<file path="config.mk">
export PLATFORM = sky130hd
export DESIGN_NAME = pc_branch_unit
export DESIGN_NICKNAME = d
export VERILOG_FILES = /design/src/rtl/pc_branch_unit.sv
export SDC_FILE = /design/constraint.sdc
export NUM_CORES = 1
export LEC_CHECK = 0
export CAP_MARGIN = 20
export CORE_ASPECT_RATIO = 1.4
export CORE_MARGIN = 8
export CORE_UTILIZATION = 45
export CTS_BUF_LIST = sky130_fd_sc_hd__clkbuf_2 sky130_fd_sc_hd__clkbuf_4 sky130_fd_sc_hd__clkbuf_8
export DETAILED_ROUTE_END_ITERATION = 10
export MAX_ROUTING_LAYER = met4
export PLACE_DENSITY = 0.8
export SETUP_SLACK_MARGIN = 0.3
export SLEW_MARGIN = 20
export SYNTH_ARGS = -nofsm -noshare
export SYNTH_HDL_FRONTEND = slang
export SYNTH_SLANG_ARGS = --single-unit
</file>
<file path="constraint.sdc">
create_clock -name clk -period 2.99 [get_ports clk]
set_input_delay 0.4485 -clock clk [delete_from_list [all_inputs] [get_ports clk]]
set_output_delay 0.4485 -clock clk [all_outputs]
set_load 0.005 [all_outputs]
</file>
<file path="src/rtl/pc_branch_unit.sv">
// pc_branch_unit
//   Program counter and branch unit for the SAP-1.5 core. Handles fetch
//   increment, condition-code-selected jumps, conditional calls and
//   unconditional returns through a small hardware return-address stack.
//
// Ports
//   clk, reset          : clock, synchronous active-high reset
//   pc_enable           : increment request (fetch)
//   jump_req            : conditional jump request
//   call_req            : conditional call request (push return address)
//   ret_req             : return request (pop return address)
//   cond[2:0]           : condition select for jump/call
//   target              : jump/call destination
//   flag_zero/carry/negative : ALU flags, sampled on the request edge
//   counter_out         : current PC (registered)
//   taken               : one-cycle pulse after an accepted jump/call/ret
//   stack_depth_o       : return-stack occupancy
//   stack_overflow      : sticky, call attempted with stack full
//   stack_underflow     : sticky, ret attempted with stack empty
//
// Request handling: requests are level strobes sampled on the rising edge;
// there is no handshake back to the control unit. When several are high on
// one edge only the highest-priority one acts (ret > call > jump > enable),
// the rest are dropped for that cycle.
module pc_branch_unit #(
  parameter int ADDR_WIDTH  = 8,
  parameter int STACK_DEPTH = 4,
  parameter int DEPTH_W     = $clog2(STACK_DEPTH + 1)
) (
  input  logic                  clk,
  input  logic                  reset,
  input  logic                  pc_enable,
  input  logic                  jump_req,
  input  logic                  call_req,
  input  logic                  ret_req,
  input  logic [2:0]            cond,
  input  logic [ADDR_WIDTH-1:0] target,
  input  logic                  flag_zero,
  input  logic                  flag_carry,
  input  logic                  flag_negative,
  output logic [ADDR_WIDTH-1:0] counter_out,
  output logic                  taken,
  output logic [DEPTH_W-1:0]    stack_depth_o,
  output logic                  stack_overflow,
  output logic                  stack_underflow
);

  logic [ADDR_WIDTH-1:0] pc_q, pc_d;
  logic                  taken_q, taken_d;
  logic [DEPTH_W-1:0]    depth_q, depth_d;
  logic                  ovf_q, ovf_d;
  logic                  unf_q, unf_d;
  logic [ADDR_WIDTH-1:0] stack_q [STACK_DEPTH];

  logic                  cond_true;
  logic                  stack_full;
  logic                  stack_empty;
  logic                  push;
  logic [ADDR_WIDTH-1:0] top_entry;

  // Condition-code decode.
  always_comb begin
    cond_true = 1'b0;
    case (cond)
      3'b000: cond_true = 1'b1;
      3'b001: cond_true = flag_zero;
      3'b010: cond_true = ~flag_zero;
      3'b011: cond_true = flag_carry;
      3'b100: cond_true = ~flag_carry;
      3'b101: cond_true = flag_negative;
      3'b110: cond_true = ~flag_negative;
      default: cond_true = 1'b0;
    endcase
  end

  assign stack_full  = (depth_q == DEPTH_W'(STACK_DEPTH));
  assign stack_empty = (depth_q == '0);

  // Top-of-stack is entry depth-1. Selected by compare rather than by
  // indexing so STACK_DEPTH=1 needs no zero-width index.
  always_comb begin
    top_entry = stack_q[0];
    for (int i = 0; i < STACK_DEPTH; i++) begin
      if (depth_q == DEPTH_W'(i + 1)) top_entry = stack_q[i];
    end
  end

  // Next-state logic with fixed priority ret > call > jump > increment.
  always_comb begin
    pc_d    = pc_q;
    depth_d = depth_q;
    taken_d = 1'b0;
    ovf_d   = ovf_q;
    unf_d   = unf_q;
    push    = 1'b0;
    if (ret_req) begin
      if (!stack_empty) begin
        pc_d    = top_entry;
        depth_d = depth_q - DEPTH_W'(1);
        taken_d = 1'b1;
      end else begin
        unf_d = 1'b1;
      end
    end else if (call_req) begin
      if (cond_true) begin
        if (!stack_full) begin
          push    = 1'b1;
          pc_d    = target;
          depth_d = depth_q + DEPTH_W'(1);
          taken_d = 1'b1;
        end else begin
          ovf_d = 1'b1;
        end
      end
    end else if (jump_req) begin
      // A failed jump leaves the PC alone: fetch already stepped past the operand.
      if (cond_true) begin
        pc_d    = target;
        taken_d = 1'b1;
      end
    end else if (pc_enable) begin
      pc_d = pc_q + ADDR_WIDTH'(1);
    end
  end

  always_ff @(posedge clk) begin
    if (reset) begin
      pc_q    <= '0;
      taken_q <= 1'b0;
      depth_q <= '0;
      ovf_q   <= 1'b0;
      unf_q   <= 1'b0;
    end else begin
      pc_q    <= pc_d;
      taken_q <= taken_d;
      depth_q <= depth_d;
      ovf_q   <= ovf_d;
      unf_q   <= unf_d;
    end
  end

  // Stack storage is not reset; depth alone says which entries are live.
  always_ff @(posedge clk) begin
    for (int i = 0; i < STACK_DEPTH; i++) begin
      if (!reset && push && depth_q == DEPTH_W'(i)) stack_q[i] <= pc_q;
    end
  end

  assign counter_out     = pc_q;
  assign taken           = taken_q;
  assign stack_depth_o   = depth_q;
  assign stack_overflow  = ovf_q;
  assign stack_underflow = unf_q;

endmodule

</file>
== Word level (Yosys, flattened, before mapping) ==
Memories as Yosys holds them, arrays and structs flattened.
Index checks and enable logic that the tools add are counted.

* Register bits: 14
* Memory bits (writable): 32
* Input port bits: 20
* Output and inout port bits: 14
* Word-level logic and storage cells: 89
* Memories kept: 1

{| class="wikitable"
|+ Memories
! memory !! depth !! bits a word !! rd ports !! clocked after memory_dff !! write ports !! RTL line !! source
|-
| stack_q || 4 || 8 || 4 || 0 || 1 || 53 || <nowiki>logic [ADDR_WIDTH-1:0] stack_q [STACK_DEPTH];</nowiki>
|}

* Add/sub/neg operators: 3
* Eq/ne operators: 15
* Multiplexer cells: 43
* Bitwise gates (word level): 4
* Reductions and logical operators: 18

{| class="wikitable"
|+ Operators with widths
! kind !! count
|-
| 8-bit 2-to-1 mux || 14
|-
| 8-bit OR reduction || 3
|-
| 1-bit 2-to-1 mux || 20
|-
| 3-bit 2-to-1 mux || 5
|-
| 3-bit by 2-bit equality test with 1-bit output, second input constant || 4
|-
| 3-bit equality test, second input constant || 4
|-
| 8-bit by 1-bit adder with 8-bit output, second input constant || 1
|-
| 4-bit AND reduction || 2
|-
| 1-bit one-hot mux with 7 select lines || 1
|-
| 3-bit by 1-bit equality test with 1-bit output, second input constant || 2
|-
| 3-bit zero test || 2
|-
| 2-bit 2-to-1 mux || 3
|-
| 3-bit by 1-bit != test with 1-bit output, second input constant || 2
|-
| 1-bit logical AND || 5
|-
| 5-bit AND reduction || 1
|-
| 2-bit != test, second input constant || 2
|-
| 1-bit NOT || 4
|-
| 2-bit nonzero test || 2
|-
| 4-bit nonzero test || 1
|-
| 3-bit by 1-bit adder with 3-bit output, second input constant || 1
|-
| 3-bit != test, second input constant || 1
|-
| 3-bit by 1-bit subtractor with 3-bit output, second input constant || 1
|-
| 2-bit AND reduction || 1
|-
| 1-bit zero test || 1
|}

== Depth between registers and ports, before layout ==
Gate-level depths: netlist of the first run.

* Depth after elaboration: 13
* Mapped depth: 9
* Gate-level depth less buffers: 7

== Worst setup path after synthesis of the first run ==
No wires, ideal clock.

* Kind: input -> register
* Start point: input cond[1]
* End point: memory stack_q[1][0] (enable)
* Setup time: 0.385 ns
* Arrival time: 2.015 ns
* Data required time: 2.605 ns
* Path slack: 0.590 ns
* Stages: 5
* Path buffers: 0
* Cells stage by stage: nor2b_1 > o31a_2 > nor3_1 > nand4_1 > nor3b_1

* Longest elaborated chain between the ends: 13
* Elaborated cells between the ends (all ways): 33
* Those cells by class: eq/ne (6); mux (18); reduce/logical (9)

{| class="wikitable"
|+ RTL lines
! what !! RTL line !! source
|-
| from (decl) || 36 || <nowiki>input logic [2:0] cond,</nowiki>
|-
| 3-bit equality test, or another cell as far along || 64 || <nowiki>case (cond)</nowiki>
|-
| 1-bit one-hot mux with 7 select lines (*) || 64 ||
|-
| 1-bit 2-to-1 mux (*) || 105 || <nowiki>if (cond_true) begin</nowiki>
|-
| 1-bit 2-to-1 mux (*) || 104 || <nowiki>end else if (call_req) begin</nowiki>
|-
| 1-bit 2-to-1 mux (*) || 96 || <nowiki>if (ret_req) begin</nowiki>
|-
| 1-bit logical AND (*) || 145 || <nowiki>if (!reset && push && depth_q == DEPTH_W'(i)) stack_q[i] <= pc_q;</nowiki>
|-
| 1-bit logical AND || 145 ||
|-
| 1-bit 2-to-1 mux || 145 ||
|-
| 1-bit 2-to-1 mux (not written as such) || 145 ||
|-
| 8-bit OR reduction (no line) || n/a ||
|-
| 2-bit 2-to-1 mux (no line) / 1-bit 2-to-1 mux (equally long branches) (3 in series) || n/a ||
|-
| to (decl) || 53 ||
|}

Mark *: on every way between the ends. The rest lies on a longest branch, timed or not.

== Final worst setup path of the first run ==
* Start point: input cond[1]
* End point: memory stack_q[1][4] (enable)

Same word-level chain as after synthesis.

==> results_dict.tcl, run 1 <==
set metrics [dict create \
    crit_start "cond[1]" \
    layout_min_cycle_time_ps 2566 \
    timing.final.crit_share_pct 85.84 \
    hpwl_um 4092 \
    critPathBufInv 2 \
    antenna_cells 0 \
    grtUsageTotal_pct 14.70 \
    dr.pass1.iters 5 \
    p_clk_share_pct 18.6 \
    avgSynthCellArea_um2 10.75 \
    cts_htree_levels 2 \
    yosysTopAreaCellShare_pct 41.40 \
    power_density_nw_per_um2 710.7 \
    reg2reg_to "counter_out[6]" \
    setup.worst_path.start_class "primary input" \
    ys_seq_area_share_pct 53.48 \
    cp.arrival_ps 2570 \
    yosysWarnings 0 \
    ant_nets 0 \
    seq_area_um2 1241 \
    finalWorstSetupSlack_ps 423.5 \
    antenna_found_initial 0 \
    crit_chain "clkdlybuf4s50_1 > and4bb_1 > a31o_2 > nor3_1 > nand4_1 > nor3b_1 > buf_4" \
    worstMarginPinSlew_ps 810.4 \
    clk_path_buf_depth 2 \
    p_leak_nw 1.011 \
    clkTransAtPathRegs_ps 90 \
    combPwrFrac_pct 37.5 \
    drt_wl_total_um 5521 \
    finClkSkew_ps 8.357 \
    drtIter0Drc 99 \
    clk_latency_ps 300 \
    postLayoutCoreUtil_pct 56.46 \
    n_fill_cell 437 \
    power.switching_mw 0.7208 \
    synth_edf_count 32 \
    fin_tns_setup_ps 0 \
    drcViolationCount 0 \
    synthTopCellsByArea "edfxtp_1, dfxtp_1, ha_1, nor2_1, nand2_1" \
    syn-cell-area_um2 2321 \
    hold_class "reg -> reg" \
    die-area_um2 7744 \
    cts_root_buf "clkbuf_8" \
    ctsResizeCount 0 \
    syn_to_final_growth_pct 23.61 \
    grt_max_degree 16 \
    sw_frac_of_total_pct 35.35 \
    slowest_stage "clkdlybuf4s50_1" \
    nets 284 \
    min_path_cells 2 \
    worstPathRequired_ps 3000 \
    grt_pass1_vias 1850 \
    max_stage_delay_ps 560 \
    wire_per_inst_um 17.04 \
    setup_viol_count_final 0 \
    slew_viol_final 0 \
    rsz0062_at_grt "no" \
    peakVddDrop_mv 0.3696 \
    reg2reg_depth 7 \
    ys_seq_elements 46 \
    initial_core_util_pct 45.68 \
    synth_area_leader_cell "edfxtp_1" \
    syn-num-nets 243 \
    final_cell_area_um2 2869 \
    core_um2 5081 \
    grt-ovfl-total 0 \
    multi_input_area_um2 1012 \
    r2r_slack_ps 520 \
    cp-end-kind "flop" \
    intPower_mw 1.318 \
    crit_cells 7 \
    cts_setup_buffers 0 \
    grt_pass1_wl_um 8749 \
    synthCells 216 \
    holdBufCountCts 0 \
    crit_family "simple AND/OR/NAND/NOR gates" \
    fp-row-count 31 \
    maxCapViolations 0 \
    boundaryPins 34 \
    regToRegStartpoint "stack_depth_o[2]" \
    die_w_um 76.70 \
    cts.sinks 46 \
    path_max_fanout 8 \
    max_freq_ghz 0.3896 \
    dpl_worst_slack_ps 194.3 \
    fp.dieH_um 101.0 \
    placed_cell_area_um2 2775 \
    viasPerCell 5.701 \
    cts_tree "built" \
    async_reset_ff_share_pct 0 \
    synth_ff_type "edfxtp_1" \
    ys_types 45 \
    status "finished, final reports clean" \
    p_seq_share_pct 43.9 \
    relSlewSlack_pct 45.51 \
    critPathKind "in -> reg" \
    io_buffer_count 33 \
    final_hold_viol_count 0 \
    crit_end "stack_q[1][4]" \
    num_vias 1847 \
    cts_inserted_buffers 5 \
    gp_congestion 0.8687 \
    layout-drive-gt1-share_pct 11.24 \
]
[per-stage QoR]
step | power, mW | hold slack (ps) | instances
CTS | 2.046 | 486.2 | 324
floorplan | 1.342 | 460.5 | 216
global route | 2.161 | 505.7 | 324
global placement | 1.652 | 449.2 | 316
finish | 2.039 | 480.2 | 324
detailed placement | 1.671 | 465.7 | 316
[sequential cells by signal, indices dropped and copies added (netlist names)]
| name | cells |
|---|---|
| stack_q | 32 |
| counter_out | 8 |
| stack_depth_o | 3 |
| stack_overflow | 1 |
| stack_underflow | 1 |
| taken | 1 |
[worst min path at each step]
stage	end	slack (ps)	start
3_3_place_gp	stack_underflow	450	stack_underflow
3_5_place_dp	stack_underflow	470	stack_underflow
6_report	stack_underflow	480	stack_underflow
5_1_grt	stack_underflow	510	stack_underflow
4_1_cts	stack_overflow	490	stack_overflow
2_1_floorplan	stack_overflow	460	stack_overflow
[worst reg2reg max path: stages (launching register included)]
cell       delay [ps]
dfxtp_1           560
inv_1             130
ha_1              360
clkinv_1          210
o21ai_0           100
o311ai_0          370
o311ai_0          260
a2111oi_2         390
[placed cells by master, fill, tap and decap left out, types with 4 or more instances in the layout]
| cell | n |
|---|---|
| a211oi_1 | 4 |
| a21oi_1 | 6 |
| a31oi_1 | 6 |
| buf_4 | 11 |
| clkbuf_8 | 5 |
| clkdlybuf4s50_1 | 33 |
| dfxtp_1 | 14 |
| edfxtp_1 | 32 |
| ha_1 | 7 |
| inv_1 | 7 |
| mux2i_1 | 7 |
| nand2_1 | 22 |
| nor2_1 | 23 |
| nor2b_1 | 4 |
| nor3_1 | 10 |
| o21ai_0 | 8 |
| o311ai_0 | 4 |
| or3_1 | 5 |
| xor2_1 | 4 |
[cells by family after synthesis]
family	share of synthesized area, %
flops	53.48
mux	3.019
simple gates	19.30
xor+xnor	2.264
compound gates	15.09
buf+inv	3.073
fa+ha+maj	3.773
[power by group through the flow]
stage	clock, mW	combinational, mW	sequential, mW
CTS	0.386	0.765	0.895
detailed placement	0	0.761	0.910
global route	0.413	0.840	0.908
floorplan	0	0.447	0.895
global placement	0	0.745	0.907
finish	0.379	0.765	0.894
[Yosys cell counts (3+ instances only)]
master / instances
a2111oi_2: 3
a211oi_1: 4
a21oi_1: 6
a31oi_1: 6
buf_2: 3
clkbuf_1: 7
dfxtp_1: 14
edfxtp_1: 32
ha_1: 7
inv_1: 7
mux2i_1: 7
nand2_1: 22
nand3_1: 3
nor2_1: 23
nor2b_1: 5
nor3_1: 10
nor4_1: 3
o21ai_0: 8
o311ai_0: 4
or3_1: 5
xor2_1: 4
[final cells by class]
class / count / area share (%)
timing repair buffer: 44 / 14.39
inverter: 8 / 1.047
sequential: 46 / 43.26
clock buffer: 5 / 2.399
clock inverter: 3 / 0.7414
tap: 66 / 2.878
multi-input combinational: 152 / 35.28
[per-layer routing]
metal	GRT usage [%]	vias up	part of all wire, %
met2	24.98	71	51
met4	8.321	0	2.8
met3	3.661	12	5.0
met5	-	-	0
li1	-	894	-
met1	15.21	870	41
Power figures use the tool's default switching activity.
==> run 2, diff against run 1 <==
--- a/config.mk
+++ b/config.mk
@@ -5,6 +5,7 @@
 export SDC_FILE = /design/constraint.sdc
 export NUM_CORES = 1
 export LEC_CHECK = 0
+export ABC_AREA = 1
 export CAP_MARGIN = 20
 export CORE_ASPECT_RATIO = 1.4
 export CORE_MARGIN = 8
==> run 2 against run 1 <==
Clock power is 44% higher. Sequential cell count stayed put. Cell count is 24% higher. Die area is 5.5% higher. First-iteration DRC count is 52% lower. Clock-buffer cell count stayed put. Largest cell class unchanged.
==> results_dict.tcl, run 2 <==
set metrics [dict create \
    status "finished, final reports clean" \
    grt_pass1_wl_um 9453 \
    peakVddDrop_mv 0.4648 \
    finalNonFillerCells 403 \
    synth_common_cells "nand2_1, nor2_1, inv_1, edfxtp_1, nand3_1" \
    top_register "stack_q" \
    cts_tree "built" \
    io_buffer_count 33 \
    antenna_cells 0 \
    layout_commonest_cell "nand2_1" \
    timing.final.crit_share_pct 75.08 \
    cts_inserted_buffers 5 \
    die-area_um2 8169 \
    regToRegStartpoint "stack_depth_o[0]" \
    n_fill_cell 507 \
    ys_seq_area_share_pct 50.10 \
    fp.dieH_um 103.8 \
    dpl.cell_count 395 \
    yosysWarnings 0 \
    clk_latency_ps 300 \
    max_freq_ghz 0.4454 \
    nets 361 \
    rsz0062_at_grt "no" \
    wire_per_inst_um 13.40 \
    setup_viol_count_final 0 \
    synth_area_leader_cell "edfxtp_1" \
    p_leak_nw 1.312 \
    fp-row-count 32 \
    largest_reg_flops 32 \
    cp.arrival_ps 2180 \
    ys_seq_elements 46 \
    grt_pass1_vias 2086 \
    viasPerCell 5.030 \
    synthTopCellsByArea "edfxtp_1, nand2_1, dfxtp_1, nor2_1, nand3_1" \
    num_vias 2027 \
    grt_max_degree 18 \
    min_from "stack_underflow" \
    clk_path_buf_depth 2 \
    relSlewSlack_pct 57.53 \
    critPathKind "reg -> reg" \
    initial_core_util_pct 45.83 \
    crit_chain "inv_1 > ha_1 > nand2_2 > nand4_1 > nor2_1" \
    ctsResizeCount 0 \
    synth.most_common_cell "nand2_1" \
    layout_common_cells "nand2_1, nor2_1, inv_1, clkdlybuf4s50_1, edfxtp_1" \
    hpwl_um 4143 \
    r2r_slack_ps 750 \
    final_hold_viol_count 0 \
    synthCells 298 \
    holdBufCountCts 0 \
    setup.worst_path.start_class "flop" \
    syn-cell-area_um2 2477 \
    cts_htree_levels 2 \
    core_um2 5405 \
    hold_class "reg -> reg" \
    finClkSkew_ps 7.499 \
    boundaryPins 34 \
    fin_tns_setup_ps 0 \
    path_max_fanout 17 \
    cts.sinks 46 \
    async_reset_ff_share_pct 0 \
    syn_to_final_growth_pct 20.45 \
    seq_area_um2 1241 \
    synth_ff_type "edfxtp_1" \
    die_w_um 78.71 \
    syn-num-nets 325 \
    avgSynthCellArea_um2 8.313 \
    cts_setup_buffers 0 \
    layout_min_cycle_time_ps 2245 \
    drt_wl_total_um 5399 \
    max_stage_delay_ps 550 \
    multi_input_area_um2 1025 \
    antenna_found_initial 0 \
    slowest_stage "nor2_1" \
    grtUsageTotal_pct 14.50 \
    yosysTopAreaCellShare_pct 38.79 \
    ys_types 32 \
    dr.pass1.iters 4 \
    grt-ovfl-total 0 \
    cts_root_buf "clkbuf_8" \
    power_density_nw_per_um2 639.1 \
    clkTransAtPathRegs_ps 90 \
    drcViolationCount 0 \
    cp-end-kind "flop" \
    slew_viol_final 0 \
    drtIter0Drc 48 \
    ant_nets 0 \
    layout-drive-gt1-share_pct 9.254 \
    gp_congestion 0.8691 \
    maxCapViolations 0 \
    worstMarginPinSlew_ps 634.7 \
    synth_edf_count 32 \
    worstPathRequired_ps 2930 \
    crit_start "stack_depth_o[0]" \
]
-- run 2: final cells by class --
type | instances | area share (%)
clock buffer | 5 | 2.306
tap | 68 | 2.851
multi-input combinational | 209 | 34.34
clock inverter | 3 | 2.306
sequential | 46 | 41.59
inverter | 34 | 4.277
timing repair buffer | 38 | 12.33
-- run 2: path summary, 6_finish.rpt --
kind,cells after the start,end
worst max-delay path,5,stack_q[2][1]
worst min register to register,1,stack_underflow
worst min-delay path,1,stack_underflow
worst max register to register,5,stack_q[2][1]
-- run 2: cell families (layout without fill, tap and decap cells) --
family                     count (synthesis)  in the layout  synth area share [%]
AOI/OAI and AO/OA                         26             26                 6.313
xor gates and xnor gates                   2              2                0.7072
adders and majority gates                  7              7                 3.535
buffers and inverters                     43             80                 8.535
DFF                                       46             46                 50.10
and+or+nand+nor                          174            174                 30.81
-- run 2: where the power goes --
part	switching [mW]	internal (mW)
registers	0.0824	0.753
logic	0.293	0.231
clock network	0.212	0.335
-- run 2: per-layer routing --
layer  global-route usage (%)  wire length [um]
met4                    6.915               111
met5                        -                 0
met3                    1.903               173
met2                    25.79              2961
met1                    15.18              2152
-- run 2: critical path, delay by kind of cell, from the launching register on --
kind	cells	cell delay (ps)
fa+ha+maj	1	240
buf+inv	1	120
flops	1	430
simple gates	3	1080
-- run 2: per-stage QoR --
step	total power, mW	cell area [um^2]	hold WS, ps	util [%]	worst slack [ps]
floorplan	1.192	2477	460.4	-	1046
global placement	1.360	2846	453.8	52.66	574.2
detailed placement	1.379	2846	457.6	52.66	475.8
CTS	1.923	2984	477.2	55.21	724.4
global route	2.027	2984	509.2	55.21	529.2
finish	1.907	2984	472.0	55.21	745.1
==> run 3, diff against run 2 <==
==> constraint.sdc (replaced) <==
create_clock -name clk -period 2.1 [get_ports clk]
set_input_delay 0.315 -clock clk [delete_from_list [all_inputs] [get_ports clk]]
set_output_delay 0.315 -clock clk [all_outputs]
set_load 0.005 [all_outputs]
==> run 3 against run 2 <==
Clock skew about the same. Via count up 3.0%. Wire length up 6.1%. Sequential cell count unchanged. Sequential share of layout area down 1.6 points. Cell count up 2.2%. Utilization up 2.7 points. Total power up 36%. Combinational power up 65%. Non-clock buffer count up 9. Critical path depth down 4. Critical path type is now reg -> out. Largest cell class unchanged. Largest power group unchanged.
==> results_dict.tcl, run 3 (same netlist as run 2, synthesis figures left out) <==
set metrics [dict create \
    drcViolationCount 0 \
    cts_htree_levels 2 \
    relSlewSlack_pct 77.06 \
    viasPerCell 5.068 \
    antenna_found_initial 0 \
    die-area_um2 8169 \
    layout-drive-gt1-share_pct 17.44 \
    crit_family "buffers and inverters" \
    critPathBufInv 1 \
    max_stage_delay_ps 580 \
    grt-ovfl-total 0 \
    layout_common_cells "nand2_1, nor2_1, edfxtp_1" \
    max_freq_ghz 0.5810 \
    clkTransAtPathRegs_ps 90 \
    p_leak_nw 1.358 \
    initial_core_util_pct 45.83 \
    antenna_cells 0 \
    min_from "stack_underflow" \
    multi_input_area_um2 1119 \
    peakVddDrop_mv 0.5338 \
    critPathKind "reg -> out" \
    grt_pass1_vias 2108 \
    drtIter0Drc 86 \
    setup.worst_path.start_class "flop" \
    setup_viol_count_final 0 \
    num_vias 2088 \
    worstMarginPinSlew_ps 343.6 \
    power_density_nw_per_um2 827.2 \
    nets 370 \
    cp.arrival_ps 1410 \
    regToRegStartpoint "stack_depth_o[0]" \
    final_cell_area_um2 3128 \
    cts_inserted_buffers 5 \
    clk_latency_ps 300 \
    maxCapViolations 0 \
    fp.dieH_um 103.8 \
    gp_congestion 0.8263 \
    layout_min_cycle_time_ps 1721 \
    crit_chain "clkdlybuf4s50_1" \
    wire_per_inst_um 13.91 \
    boundaryPins 34 \
    top_register "stack_q" \
    rsz0062_at_grt "yes" \
    placed_cell_area_um2 2942 \
    io_buffer_count 33 \
    core_um2 5405 \
    cts_tree "built" \
    die_w_um 78.71 \
    holdBufCountCts 0 \
    ant_nets 0 \
    cp-end-kind "primary output" \
    slowest_stage "clkdlybuf4s50_1" \
    cts.sinks 46 \
    dr.pass1.iters 4 \
    grt_max_degree 18 \
    largest_reg_flops 32 \
    worstPathRequired_ps 1780 \
    seq_area_um2 1251 \
    slew_viol_final 0 \
    fin_tns_setup_ps 0 \
    path_max_fanout 9 \
    grtUsageTotal_pct 14.99 \
    cts_root_buf "clkbuf_8" \
    crit_start "counter_out[3]" \
    n_fill_cell 480 \
    hold_class "reg -> reg" \
    finClkSkew_ps 7.225 \
    grt_pass1_wl_um 9625 \
    final_hold_viol_count 0 \
    status "finished, final reports clean" \
    timing.final.crit_share_pct 81.96 \
    fp-row-count 32 \
    hpwl_um 4272 \
    layout_commonest_cell "nand2_1" \
    drt_wl_total_um 5730 \
    syn_to_final_growth_pct 26.26 \
    clk_path_buf_depth 2 \
]
-- run 3: cell types whose count changed in the layout (fill, tap and decap cells not counted), moves of 4 or more --
cell / previous run / this run
nor2_1: 46 / 42
inv_1: 33 / 29
dfxtp_1: 14 / 10
ha_1: 7 / 3
buf_4: 5 / 12
nor2_4: 0 / 5
-- run 3: cell type report --
type,instances,area share (%)
Clock buffer,5,2.200
Multi-Input combinational cell,209,35.76
Clock inverter,3,0.6800
Inverter,34,4.200
Timing Repair Buffer,47,14.44
Tap cell,68,2.720
Sequential cell,46,40.00
-- run 3: path summary, 6_finish.rpt --
path,end,slack (ps),cells after the start
hold / removal,stack_underflow,470,1
setup / recovery,counter_out[3],380,1
setup reg to reg,stack_q[3][0],430,6
hold reg to reg,stack_underflow,470,1
-- run 3: where the power goes --
part           internal, mW  leakage [nW]  switching (mW)
Sequential             1.08         0.411           0.113
Combinational         0.391         0.903           0.473
Clock                 0.234        0.0441           0.297
-- run 3: metal layers --
layer	up-vias	wire length (um)	GRT usage (%)
li1	1048	-	-
met1	975	2346	16.06
met2	53	3097	26.68
met3	12	180	2.509
met4	0	106	5.319
met5	-	0	-
-- run 3: what timing repair did --
action	CTS	global route
gates cloned	0	0
setup buffers	2	1
resized for setup	6	14
endpoints found under the setup margin	30	42
pin swaps	3	1
-- run 3: per-stage QoR --
step	hold slack [ps]	total power, mW	setup slack, ps	cells	utilization, %
finish	465.5	2.587	378.9	412	57.87
global route	480.9	2.752	289.9	412	57.87
CTS	470.9	2.580	320.7	411	56.92
detailed placement	452.0	2.028	-55.54	401	54.42
global placement	446.0	2.002	36.96	401	54.42
floorplan	387.4	1.738	301.3	298	-
